<file path="src/rtl/dcache_req_queue.sv">
// dcache_req_queue: in-order FIFO of CPU load/store requests feeding the data
// cache upstream port. The oldest entry is presented on ufp_* and held until
// ufp_resp. Optional feature macro: DCACHE_REQ_BYPASS_EN (empty-queue request
// is presented combinationally and may complete without being enqueued).
module dcache_req_queue #(
    parameter  int unsigned ADDR_W = 32,
    parameter  int unsigned DATA_W = 32,
    parameter  int unsigned DEPTH  = 4,
    localparam int unsigned MASK_W = DATA_W / 8,
    localparam int unsigned CNT_W  = $clog2(DEPTH + 1)
) (
    input  logic              clk,
    input  logic              rst_n,
    input  logic [ADDR_W-1:0] cpu_addr,
    input  logic [MASK_W-1:0] cpu_rmask,
    input  logic [MASK_W-1:0] cpu_wmask,
    input  logic [DATA_W-1:0] cpu_wdata,
    output logic              cpu_ready,
    output logic [ADDR_W-1:0] ufp_addr,
    output logic [MASK_W-1:0] ufp_rmask,
    output logic [MASK_W-1:0] ufp_wmask,
    output logic [DATA_W-1:0] ufp_wdata,
    input  logic              ufp_resp,
    output logic [CNT_W-1:0]  count,
    output logic              spurious_resp
);

    localparam int unsigned PTR_W = $clog2(DEPTH);

    // Entry storage; contents are qualified by count, so no reset is needed.
    logic [ADDR_W-1:0] entry_addr_q  [DEPTH];
    logic [MASK_W-1:0] entry_rmask_q [DEPTH];
    logic [MASK_W-1:0] entry_wmask_q [DEPTH];
    logic [DATA_W-1:0] entry_wdata_q [DEPTH];

    logic [PTR_W-1:0] rd_ptr_q, rd_ptr_d;
    logic [PTR_W-1:0] wr_ptr_q, wr_ptr_d;
    logic [CNT_W-1:0] count_q, count_d;
    logic             spurious_q, spurious_d;

    logic req_valid;
    logic empty;
    logic accept;
    logic bypass_done;
    logic push;
    logic pop;

    // Handshake decode and next-state for pointers, occupancy and spurious flag.
    always_comb begin
        req_valid = (cpu_rmask != '0) || (cpu_wmask != '0);
        empty     = (count_q == '0);
        cpu_ready = (count_q < CNT_W'(DEPTH)) || ufp_resp;
        accept    = req_valid && cpu_ready;
`ifdef DCACHE_REQ_BYPASS_EN
        bypass_done = empty && req_valid && ufp_resp;
`else
        bypass_done = 1'b0;
`endif
        push = accept && !bypass_done;
        pop  = ufp_resp && !empty;

        rd_ptr_d = pop  ? rd_ptr_q + PTR_W'(1) : rd_ptr_q;
        wr_ptr_d = push ? wr_ptr_q + PTR_W'(1) : wr_ptr_q;

        count_d = count_q;
        if (push && !pop) begin
            count_d = count_q + CNT_W'(1);
        end else if (pop && !push) begin
            count_d = count_q - CNT_W'(1);
        end

        spurious_d = ufp_resp && empty && !bypass_done;
    end

    // Control state register with asynchronous active-low reset.
    always_ff @(posedge clk or negedge rst_n) begin
        if (!rst_n) begin
            rd_ptr_q   <= '0;
            wr_ptr_q   <= '0;
            count_q    <= '0;
            spurious_q <= 1'b0;
        end else begin
            rd_ptr_q   <= rd_ptr_d;
            wr_ptr_q   <= wr_ptr_d;
            count_q    <= count_d;
            spurious_q <= spurious_d;
        end
    end

    // Write an accepted request into the slot at the write pointer.
    always_ff @(posedge clk) begin
        if (push) begin
            entry_addr_q[wr_ptr_q]  <= cpu_addr;
            entry_rmask_q[wr_ptr_q] <= cpu_rmask;
            entry_wmask_q[wr_ptr_q] <= cpu_wmask;
            entry_wdata_q[wr_ptr_q] <= cpu_wdata;
        end
    end

    // Present the head entry; all-zero when nothing is presented.
    always_comb begin
        ufp_addr  = '0;
        ufp_rmask = '0;
        ufp_wmask = '0;
        ufp_wdata = '0;
        if (!empty) begin
            ufp_addr  = entry_addr_q[rd_ptr_q];
            ufp_rmask = entry_rmask_q[rd_ptr_q];
            ufp_wmask = entry_wmask_q[rd_ptr_q];
            ufp_wdata = entry_wdata_q[rd_ptr_q];
        end
`ifdef DCACHE_REQ_BYPASS_EN
        else if (req_valid) begin
            ufp_addr  = cpu_addr;
            ufp_rmask = cpu_rmask;
            ufp_wmask = cpu_wmask;
            ufp_wdata = cpu_wdata;
        end
`endif
    end

    assign count         = count_q;
    assign spurious_resp = spurious_q;

endmodule

</file>
<file path="config.mk">
export PLATFORM = sky130hd
export DESIGN_NAME = dcache_req_queue
export DESIGN_NICKNAME = d
export VERILOG_FILES = /design/src/rtl/dcache_req_queue.sv
export SDC_FILE = /design/constraint.sdc
export NUM_CORES = 1
export LEC_CHECK = 0
export BUFFER_PORTS_ARGS = -buffer_cell sky130_fd_sc_hd__clkbuf_2
export CORE_ASPECT_RATIO = 1.4
export CORE_MARGIN = 5
export CORE_UTILIZATION = 50
export CTS_CLUSTER_SIZE = 24
export DETAILED_ROUTE_END_ITERATION = 16
export PLACE_DENSITY = 0.74
export SLEW_MARGIN = 20
export SYNTH_ARGS = -nofsm -noshare
export SYNTH_HDL_FRONTEND = slang
export SYNTH_SLANG_ARGS = --single-unit
</file>
<file path="constraint.sdc">
create_clock -name clk -period 2.7 [get_ports clk]
set_clock_uncertainty 0.05 [all_clocks]
set_input_delay 0.135 -clock clk [delete_from_list [all_inputs] [get_ports clk]]
set_output_delay 0.135 -clock clk [all_outputs]
set_load 0.05 [all_outputs]
</file>
# [Word-level counts from Yosys, hierarchy flattened]
# Memories as Yosys holds them, arrays and structs flattened.
# Index checks and enable logic that the tools add are counted.
[classes] add_sub_neg=4 mux=8 magnitude_cmp=1 n_reduce_logical=14
[ops] cell="$mux W32" n=2
[ops] cell="$mux W4" n=2
[ops] cell="$reduce_bool A4 Y1" n=2
[ops] cell="$mux W3" n=2
[ops] cell="$logic_and A1 B1 Y1" n=5
[ops] cell="$add A2 B1 Y2 const B" n=2
[ops] cell="$add A3 B1 Y3 const B" n=1
[ops] cell="$logic_not A1 Y1" n=3
[ops] cell="$logic_not A3 Y1" n=1
[ops] cell="$lt A3 B3 Y1 const B" n=1
[ops] cell="$sub A3 B1 Y3 const B" n=1
[ops] cell="$logic_or A1 B1 Y1" n=2
[ops] cell="$mux W1" n=2
[ops] cell="$reduce_bool A2 Y1" n=1
[word_totals] elab_cells=35 ff_bits=8 out_inout_bits=77 input_bits=75 ramBits=288 mem_count=4
[mem_list] memory="entry_addr_q" words=4 word_bits=32 read_ports=1 rd_ports_with_merged_regs=0 write_ports=1 line_no="31" source="logic [ADDR_W-1:0] entry_addr_q [DEPTH];"
[mem_list] memory="entry_wdata_q" words=4 word_bits=32 read_ports=1 rd_ports_with_merged_regs=0 write_ports=1 line_no="34" source="logic [DATA_W-1:0] entry_wdata_q [DEPTH];"
[mem_list] memory="entry_rmask_q" words=4 word_bits=4 read_ports=1 rd_ports_with_merged_regs=0 write_ports=1 line_no="32" source="logic [MASK_W-1:0] entry_rmask_q [DEPTH];"
[mem_list] memory="entry_wmask_q" words=4 word_bits=4 read_ports=1 rd_ports_with_merged_regs=0 write_ports=1 line_no="33" source="logic [MASK_W-1:0] entry_wmask_q [DEPTH];"

# [Longest topological paths before layout]
# Gate-level depths: netlist (run 1).
[logic_depth] ltp_word=7 depth_mapped=9 ltp_nobuf=8

# [Least setup slack after synthesis (run 1)]
# Ideal clock, no wire load.
[synth_path] kind="register -> register" from="reg count_q[2], in the netlist count[2]" to="mem entry_addr_q[0][0] (enable)" arrival_time_ns=3.153 synth_period_minus_slack_ns=3.641 stages_incl_launch_ff=4 setup_time_ns=0.438 setup_slack_ns=-0.941 t_required_ns=2.212 path_buffers=0 cell_sequence="dfrtp_1 nand2b_1 a21boi_2 and2_1"
[synth_between] elab_chain_len=5
[synth_rtl] item="start, declared" line_no="38" source="logic [CNT_W-1:0] count_q, count_d;"
[synth_rtl] item="start signal, assigned" line_no="85" source="count_q <= count_d;"
[synth_rtl] item="$lt A3 B3 Y1" line_no="52" source="cpu_ready = (count_q < CNT_W'(DEPTH)) || ufp_resp;"
[synth_rtl] item="$logic_or A1 B1 Y1" line_no="52"
[synth_rtl] item="net cpu_ready" line_no="18" source="output logic cpu_ready,"
[synth_rtl] item="$logic_and A1 B1 Y1" line_no="53" source="accept = req_valid && cpu_ready;"
[synth_rtl] item="net accept" line_no="43" source="logic accept;"
[synth_rtl] item="$mux W1" line_no="92" source="if (push) begin"
[synth_rtl] item="$mux W1 (not written as such)" line_no="93" source="entry_addr_q[wr_ptr_q] <= cpu_addr;"
[synth_rtl] item="end, declared" line_no="31"
# The timed path passes the listed nets, and every way through them passes these cells.

# [Worst setup path in the final report (run 1)]
[layout_path] from="reg count_q[0], in the netlist count[0]" to="out ufp_wdata[22]"
[layout_between] elab_chain_len=2
[layout_rtl] item="$logic_not A3 Y1" line_no="51" source="empty = (count_q == '0);"
[layout_rtl] item="$mux W32" line_no="106" source="if (!empty) begin"
[layout_rtl] item="end, declared" line_no="22" source="output logic [DATA_W-1:0] ufp_wdata,"
# No other way between the ends.

==> results.sh, run 1 <==
export IMPL_outcome="finished clean"
export IMPL_synth_simple_area_share_pct=4.56
export IMPL_drtPass1Iterations=4
export IMPL_post_cts_resized=0
export IMPL_ys_warn_count=0
export IMPL_synthTopCellsByArea="edfxtp_1 (76%), mux4_2 (14%), and2_1 (4.2%), dfrtp_1 (1.8%), buf_6 (0.70%)"
export IMPL_reg2regPathDepth=8
export IMPL_final_net_count=816
export IMPL_synth_edf_count=288
export IMPL_die_area_sq_mm=0.0258
export IMPL_clock_root_buffer="clkbuf_16"
export IMPL_yosysMostFrequentCell="edfxtp_1"
export IMPL_cp_slowest_stage_delay_ns=0.49
export IMPL_rows=65
export IMPL_synth_common_cells="edfxtp_1 (288), and2_1 (76), mux4_2 (72)"
export IMPL_synth_fp_nets=576
export IMPL_r2r_end="count[2]"
export IMPL_overflow=0
export IMPL_reg2reg_slack_ns=0.40
export IMPL_cp_endpoint="ufp_wdata[22]"
export IMPL_first_iter_violations=263
export IMPL_rsz0062_at_grt="no"
export IMPL_cts_sinks=296
export IMPL_path_clk_slew_ns=0.06
export IMPL_period_share_pct=93.3
export IMPL_start_util_pct=50.5
export IMPL_syn_avg_cell_area_sq_um=22.9
export IMPL_timing_rr_start="count[0]"
export IMPL_crit_required_ns=2.52
export IMPL_path_cells="or3_2 > buf_4 > and2_1 > clkbuf_2"
export IMPL_finalSetupViolCount=0
export IMPL_gp_congestion=0.721
export IMPL_synth_largest_area_cell="edfxtp_1"
export IMPL_die_w_um=137
export IMPL_synth_top_area_share_pct=76.4
export IMPL_grt_pass1_vias=6359
export IMPL_ios=152
export IMPL_die_h_um=188
export IMPL_ant_nets=0
export IMPL_syn_to_final_growth_pct=24.3
export IMPL_synth_adder_area_share_pct=0.729
export IMPL_hold_path_class="input pin to register"
export IMPL_cp_slowest_cell="or3_2"
export IMPL_htreeDepth=1
export IMPL_ys_async_sr_fraction_pct=2.70
export IMPL_cp_startpoint="count[0]"
export IMPL_slew_viol_final=0
export IMPL_fmax_mhz=397
export IMPL_track_usage_pct=17.2
export IMPL_path_max_fanout=74
export IMPL_cts_buffers=26
export IMPL_ys_types=21
export IMPL_via_per_inst=5.27
export IMPL_tightest_slew_ns=0.704
export IMPL_antenna_found_initial=0
export IMPL_drt_wl_total_um=21500
export IMPL_syn_inst=495
export IMPL_yosys_most_used_dff="edfxtp_1"
export IMPL_finalCriticalPeriod_ns=2.52
export IMPL_core_area_sq_mm=0.0224
export IMPL_wl_per_cell_um=20.3
export IMPL_ys_seq_area_share_pct=78.1
export IMPL_setup_worst_path_end_class="output pin"
export IMPL_synthMuxAreaShare_pct=14.5
export IMPL_clkLatencyLatePin_ns=0.51
export IMPL_synth_seq_cells=296
export IMPL_path_class="register to output pin"
export IMPL_synth_top_family_by_area="multiplexers"
export IMPL_synthXorXnorAreaFrac_pct=0.464
export IMPL_finalHoldViolCount=0
export IMPL_cts_tree="done"
export IMPL_synth_compound_area_share_pct=0.0994
export IMPL_clock_path_buffers=3
export IMPL_vias=5562
export IMPL_dp_hpwl_um=12500
export IMPL_slew_headroom_pct=53.1
export IMPL_grt_max_degree=75
export IMPL_drcViolationCount=0
export IMPL_maxCapViolations=0
export IMPL_finish_utilization_pct=62.7
export IMPL_grt_pass1_wl_um=34100
export IMPL_worstPathArrival_ns=2.33
export IMPL_cp_start_kind="register"
export IMPL_antenna_cells=0
export IMPL_netlist_area_sq_mm=0.0113
export IMPL_final_layout_size_suffix_gt1_share_pct=36.7
export IMPL_io_buffers=151
how the worst min path moves through the flow:
stage                             start                    to  slack [ns]  cells past startpoint
after floorplan                   rst_n              count[0]       -0.21                      0
after global placement            rst_n         spurious_resp       -0.06                      1
after detailed placement          rst_n         spurious_resp       -0.05                      1
after global routing        cpu_addr[5]    entry_addr_q[3][5]        0.32                      2
after CTS                 cpu_wdata[26]  entry_wdata_q[3][26]        0.30                      2
final                     cpu_wdata[27]  entry_wdata_q[0][27]        0.33                      2
layer usage:
metal / track usage [%] / up-vias / routed length (um)
li1: - / 2491 / -
met1: 20.2 / 2903 / 7890
met2: 32.4 / 129 / 12300
met3: 2.25 / 39 / 821
met4: 5.03 / 0 / 497
met5: 0 / - / 0
logic make-up after synthesis:
family	Yosys count
buf+inv	28
simple gates	84
mux	74
flops	296
xor+xnor	6
compound gates	1
fa+ha+maj	6
metrics by stage:
stage | setup WS (ns) | hold WS (ns) | cell area [sq um] | TNS, ns | instances
floorplan | -0.158 | -0.211 | 11300 | -45.56 | 495
global placement | 0.526 | -0.0566 | 12500 | 0 | 933
detailed placement | 0.417 | -0.0545 | 12500 | 0 | 933
CTS | 0.129 | 0.303 | 14100 | 0 | 1056
global route | 0.0660 | 0.315 | 14100 | 0 | 1056
finish | 0.180 | 0.334 | 14100 | 0 | 1056
flip-flops by register name (all words and copies together), names as in the netlist:
name / flops
entry_addr_q: 128
entry_wmask_q: 16
entry_rmask_q: 16
wr_ptr_q: 2
count: 3
entry_wdata_q: 128
spurious_resp: 1
rd_ptr_q: 2
worst max-delay path, delay by kind of cell (launching register included):
kind | cells | cell delay [ns]
simple gates | 2 | 0.75
flops | 1 | 0.44
buf+inv | 2 | 0.61
layout by cell type (no fill, tap or decap), drive strengths merged, types with 2 or more instances in the layout:
cell type	instances
nor4	2
inv	4
mux2	2
ha	5
bufinv	3
edfxtp	288
dlygate4sd3	75
clkinv	12
nor2	2
dfrtp	8
and2	76
xor2	2
mux4	72
xnor2	4
clkbuf	183
buf	10
cell type report:
class                      instances  area, sq um
clock buffer                      32          694
inverter                           4         15.0
multi-input combinational        171         2320
timing repair buffer             236         1670
sequential                       296         8860
tap                              301          377
clock inverter                    16          146
fill                            1574         8370
timing repair:
item,in CTS,in global routing
hold buffers,75,0
endpoints found under the hold margin,299,0
setup buffers,0,0
Power of run 1 is left out: the tool's default activity adds up to more than one toggle a clock period on the data nets, which glitch-free logic cannot reach.
==> run 2, diff against run 1 <==
- ABC_AREA: default -> 1
- PLACE_DENSITY: 0.74 -> 0.73
==> results.sh, run 2 <==
export IMPL_rsz0062_at_grt="yes"
export IMPL_drcViolationCount=0
export IMPL_outcome="finished clean"
export IMPL_crit_required_ns=2.52
export IMPL_cp_start_kind="register"
export IMPL_final_net_count=1226
export IMPL_hold_start="cpu_wdata[14]"
export IMPL_synth_largest_area_cell="edfxtp_1"
export IMPL_via_per_inst=5.29
export IMPL_timing_rr_start="count[2]"
export IMPL_yosys_most_used_dff="edfxtp_1"
export IMPL_drt_wl_total_um=26800
export IMPL_setup_tns_ns=0
export IMPL_hold_path_depth=2
export IMPL_ant_nets=0
export IMPL_r2r_end="entry_wdata_q[1][9]"
export IMPL_io_buffers=151
export IMPL_grt_pass1_vias=7811
export IMPL_reg2reg_slack_ns=0.49
export IMPL_path_class="register to output pin"
export IMPL_finalHoldViolCount=0
export IMPL_die_area_sq_mm=0.0264
export IMPL_slew_viol_final=0
export IMPL_netlist_area_sq_mm=0.0116
export IMPL_finalSetupViolCount=0
export IMPL_die_h_um=190
export IMPL_cts_sinks=296
export IMPL_final_layout_size_suffix_gt1_share_pct=18.9
export IMPL_path_clk_slew_ns=0.06
export IMPL_synth_seq_cells=296
export IMPL_start_util_pct=50.4
export IMPL_syn_avg_cell_area_sq_um=12.6
export IMPL_cts_tree="done"
export IMPL_synth_fp_nets=1001
export IMPL_dp_hpwl_um=15800
export IMPL_gp_congestion=0.829
export IMPL_whs_endpoint="entry_wdata_q[3][14]"
export IMPL_clkLatencyLatePin_ns=0.52
export IMPL_ys_seq_area_share_pct=76.2
export IMPL_vias=7776
export IMPL_tightest_slew_ns=0.832
export IMPL_clock_root_buffer="clkbuf_16"
export IMPL_syn_to_final_growth_pct=23.8
export IMPL_ys_warn_count=0
export IMPL_rows=66
export IMPL_yosysMostFrequentCell="nor2_1"
export IMPL_final_cell_mix="nor2_1 (297), edfxtp_1 (288), clkbuf_2 (151), o21ai_0 (110), dlygate4sd3_1 (75)"
export IMPL_synthTopCellsByArea="edfxtp_1 (74%), nor2_1 (9.7%), o21ai_0 (4.7%), a21oi_1 (3.1%), dfrtp_1 (1.7%)"
export IMPL_layout_commonest_cell="nor2_1"
export IMPL_grt_max_degree=78
export IMPL_worstPathArrival_ns=2.45
export IMPL_clock_path_buffers=3
export IMPL_fmax_mhz=380
export IMPL_finish_utilization_pct=62.4
export IMPL_synth_top_area_share_pct=74.5
export IMPL_path_max_fanout=54
export IMPL_synth_common_cells="nor2_1 (301), edfxtp_1 (288), o21ai_0 (110)"
export IMPL_hold_path_class="input pin to register"
export IMPL_finalCriticalPeriod_ns=2.63
export IMPL_slew_headroom_pct=44.4
export IMPL_ios=152
export IMPL_ys_async_sr_fraction_pct=2.70
export IMPL_first_iter_violations=547
export IMPL_cts_buffers=27
export IMPL_drtPass1Iterations=5
export IMPL_htreeDepth=1
export IMPL_antenna_found_initial=0
export IMPL_reg2regPathDepth=4
export IMPL_die_w_um=139
export IMPL_ys_types=21
export IMPL_setup_worst_path_end_class="output pin"
export IMPL_synth_edf_count=288
export IMPL_track_usage_pct=20.0
export IMPL_grt_pass1_wl_um=42200
export IMPL_period_share_pct=97.4
export IMPL_syn_inst=920
export IMPL_reg_largest_list="entry_addr_q (128), entry_wdata_q (128)"
export IMPL_antenna_cells=0
export IMPL_wl_per_cell_um=18.2
export IMPL_overflow=0
export IMPL_maxCapViolations=0
export IMPL_post_cts_buffers=0
export IMPL_core_area_sq_mm=0.0230
run 2: cell count changes after synthesis, sizes merged, moves of 3 or more:
cell and delta:
clkbuf +13, mux4 -72, buf +17, o21ai +146, nand2 +17, a21oi +72
and2 -75, xnor2 -3, nor2 +299, inv +15
run 2: layer usage:
layer	share of wire (%)	vias to the layer above	track usage (%)	routed length [um]
li1	-	3689	-	-
met1	40	3786	25.3	10600
met2	53	252	36.6	14100
met3	5.3	49	2.26	1410
met4	2.4	0	5.38	643
met5	0	-	0	0
run 2: worst max path at each step:
stage	startpoint	end	depth (start not counted)
3_3_place_gp	rd_ptr_q[0]	ufp_addr[2]	5
3_5_place_dp	rd_ptr_q[0]	ufp_addr[2]	5
5_1_grt	rd_ptr_q[0]	ufp_wdata[15]	6
2_1_floorplan	count[2]	entry_addr_q[0][0]	3
6_report	rd_ptr_q[0]	ufp_wmask[3]	5
4_1_cts	rd_ptr_q[0]	ufp_wdata[27]	6
run 2: cell families (layout without fill, tap and decap cells):
kind of cell             count (synthesis)  count (layout)  synth area share, %
XOR/XNOR                                 3               3                0.226
AO/OA/AOI/OAI                          218             218                 9.39
buffers and inverters                   73             316                 2.94
adder cells (fa/ha/maj)                  6               6                0.711
AND/OR/NAND/NOR                        324             324                 10.5
flip-flops                             296             296                 76.2
run 2: worst max-delay path, stage by stage (launching register included):
cell      delay (ns)
dfrtp_4         0.59
inv_6           0.33
buf_4           0.29
o21ai_0         0.13
a21oi_1         0.25
clkbuf_2        0.32
run 2: area by class of cell:
class / instances / area [sq um]
Multi-Input combinational cell: 551 / 2470
Inverter: 19 / 78.8
Clock inverter: 7 / 88.8
Sequential cell: 296 / 8850
Clock buffer: 40 / 744
Tap cell: 306 / 383
Fill cell: 1692 / 8660
Timing Repair Buffer: 250 / 1770
run 2: metrics by stage:
stage / hold slack, ns / setup WS [ns] / cells / cell area (sq um)
floorplan: -0.211 / 0.0601 / 920 / 11700
global placement: -0.0396 / 0.523 / 1347 / 12800
detailed placement: -0.0370 / 0.489 / 1347 / 12800
CTS: 0.306 / 0.0529 / 1469 / 14400
global route: 0.313 / -0.0572 / 1469 / 14400
finish: 0.319 / 0.0696 / 1469 / 14400
run 2: timing repair:
item | 4_1_cts | 5_1_grt
hold buffers | 75 | 0
gates cloned | 0 | 0
setup endpoints to repair | 9 | 22
endpoints found under the hold margin | 300 | 0
resized for setup | 2 | 2
Power of run 2 is left out for the same reason.
==> run 3, diff against run 2 <==
- HOLD_SLACK_MARGIN: default -> 0.08
- PLACE_DENSITY: 0.73 -> 0.71
- clock period: 2.7 -> 3.3 ns (I/O delays scaled with it)
==> results.sh, run 3 (synthesis results as in run 2) <==
export IMPL_outcome="finished clean"
export IMPL_finalCriticalPeriod_ns=2.89
export IMPL_reg_largest_list="entry_addr_q (128), entry_wdata_q (128)"
export IMPL_clock_path_buffers=3
export IMPL_final_cell_mix="nor2_1 (297), edfxtp_1 (288), clkbuf_2 (151), o21ai_0 (110), dlygate4sd3_1 (75)"
export IMPL_wl_per_cell_um=17.8
export IMPL_gp_congestion=0.761
export IMPL_cts_tree="done"
export IMPL_hold_path_class="input pin to register"
export IMPL_antenna_found_initial=0
export IMPL_cp_start_kind="register"
export IMPL_ant_nets=0
export IMPL_finish_utilization_pct=62.3
export IMPL_via_per_inst=5.20
export IMPL_path_max_fanout=44
export IMPL_grt_pass1_wl_um=40500
export IMPL_post_cts_buffers=0
export IMPL_whs_ns=0.351
export IMPL_period_share_pct=87.4
export IMPL_die_h_um=190
export IMPL_htreeDepth=1
export IMPL_cts_sinks=296
export IMPL_setup_tns_ns=0
export IMPL_fmax_mhz=347
export IMPL_fin_area_sq_mm=0.0144
export IMPL_cts_buffers=26
export IMPL_start_util_pct=50.4
export IMPL_antenna_cells=0
export IMPL_place_area_sq_mm=0.0127
export IMPL_clkLatencyLatePin_ns=0.52
export IMPL_n_fill_cell=1727
export IMPL_crit_required_ns=3.08
export IMPL_grt_pass1_vias=7499
export IMPL_slew_headroom_pct=46.5
export IMPL_clock_root_buffer="clkbuf_16"
export IMPL_drcViolationCount=0
export IMPL_worstPathArrival_ns=2.67
export IMPL_vias=7626
export IMPL_finalHoldViolCount=0
export IMPL_io_buffers=151
export IMPL_core_area_sq_mm=0.0230
export IMPL_reg2reg_slack_ns=1.15
export IMPL_path_class="register to output pin"
export IMPL_die_w_um=139
export IMPL_cts_hold_buf=75
export IMPL_first_iter_violations=573
export IMPL_reg2regPathDepth=5
export IMPL_rsz0062_at_grt="no"
export IMPL_maxCapViolations=0
export IMPL_track_usage_pct=19.2
export IMPL_rows=66
export IMPL_path_clk_slew_ns=0.06
export IMPL_final_net_count=1222
export IMPL_layout_commonest_cell="nor2_1"
export IMPL_die_area_sq_mm=0.0264
export IMPL_finalSetupViolCount=0
export IMPL_setup_worst_path_end_class="output pin"
export IMPL_timing_rr_start="count[2]"
export IMPL_grt_max_degree=146
export IMPL_slew_viol_final=0
export IMPL_final_layout_size_suffix_gt1_share_pct=18.6
export IMPL_drt_wl_total_um=26100
export IMPL_ios=152
export IMPL_hold_path_depth=2
export IMPL_overflow=0
export IMPL_syn_to_final_growth_pct=23.6
export IMPL_tightest_slew_ns=0.803
export IMPL_dp_hpwl_um=15400
export IMPL_drtPass1Iterations=5
export IMPL_cp_startpoint="rd_ptr_q[1]"
export IMPL_hold_start="cpu_wdata[14]"
export IMPL_post_cts_resized=0
-- run 3: cell types whose count changed in the layout (fill, tap and decap cells not counted), sizes merged --
cell      change
clkbuf       -10
clkinv        +9
buf           -3
bufinv        +2
clkinvlp      -1
-- run 3: final timing paths --
kind	endpoint
setup / recovery	ufp_addr[16]
max in group asynchronous	rd_ptr_q[0]
hold reg to reg	wr_ptr_q[1]
min in group asynchronous	count[2]
hold / removal	entry_wdata_q[2][14]
setup reg to reg	entry_wdata_q[2][24]
-- run 3: through the flow --
stage	std cells	worst slack, ns
CTS	1466	0.363
detailed placement	1344	0.907
finish	1466	0.415
floorplan	920	-0.485
global placement	1344	0.958
global route	1466	0.204
-- run 3: layout make-up --
cell class	count	area [sq um]	area share [%]
multi-input cells	551	2450	17.1
clock buffers	30	687	4.79
clock inverters	17	174	1.21
repair buffers	247	1730	12.0
inverters	19	73.8	0.514
well taps	306	383	2.67
flip-flops and latches	296	8850	61.7
-- run 3: routing by layer --
| layer | GRT usage, % | part of all wire (%) |
|---|---|---|
| met5 | 0 | 0 |
| met2 | 35.7 | 54 |
| met4 | 5.01 | 2.2 |
| met1 | 23.6 | 39 |
| met3 | 2.51 | 4.4 |
-- run 3: worst max-delay path, stage by stage (launching register included) --
cell,delay [ns]
dfrtp_2,0.69
inv_2,0.40
buf_12,0.29
nor2_1,0.13
o21ai_1,0.07
a21oi_1,0.21
clkbuf_2,0.32
Power of run 3 is left out for the same reason.
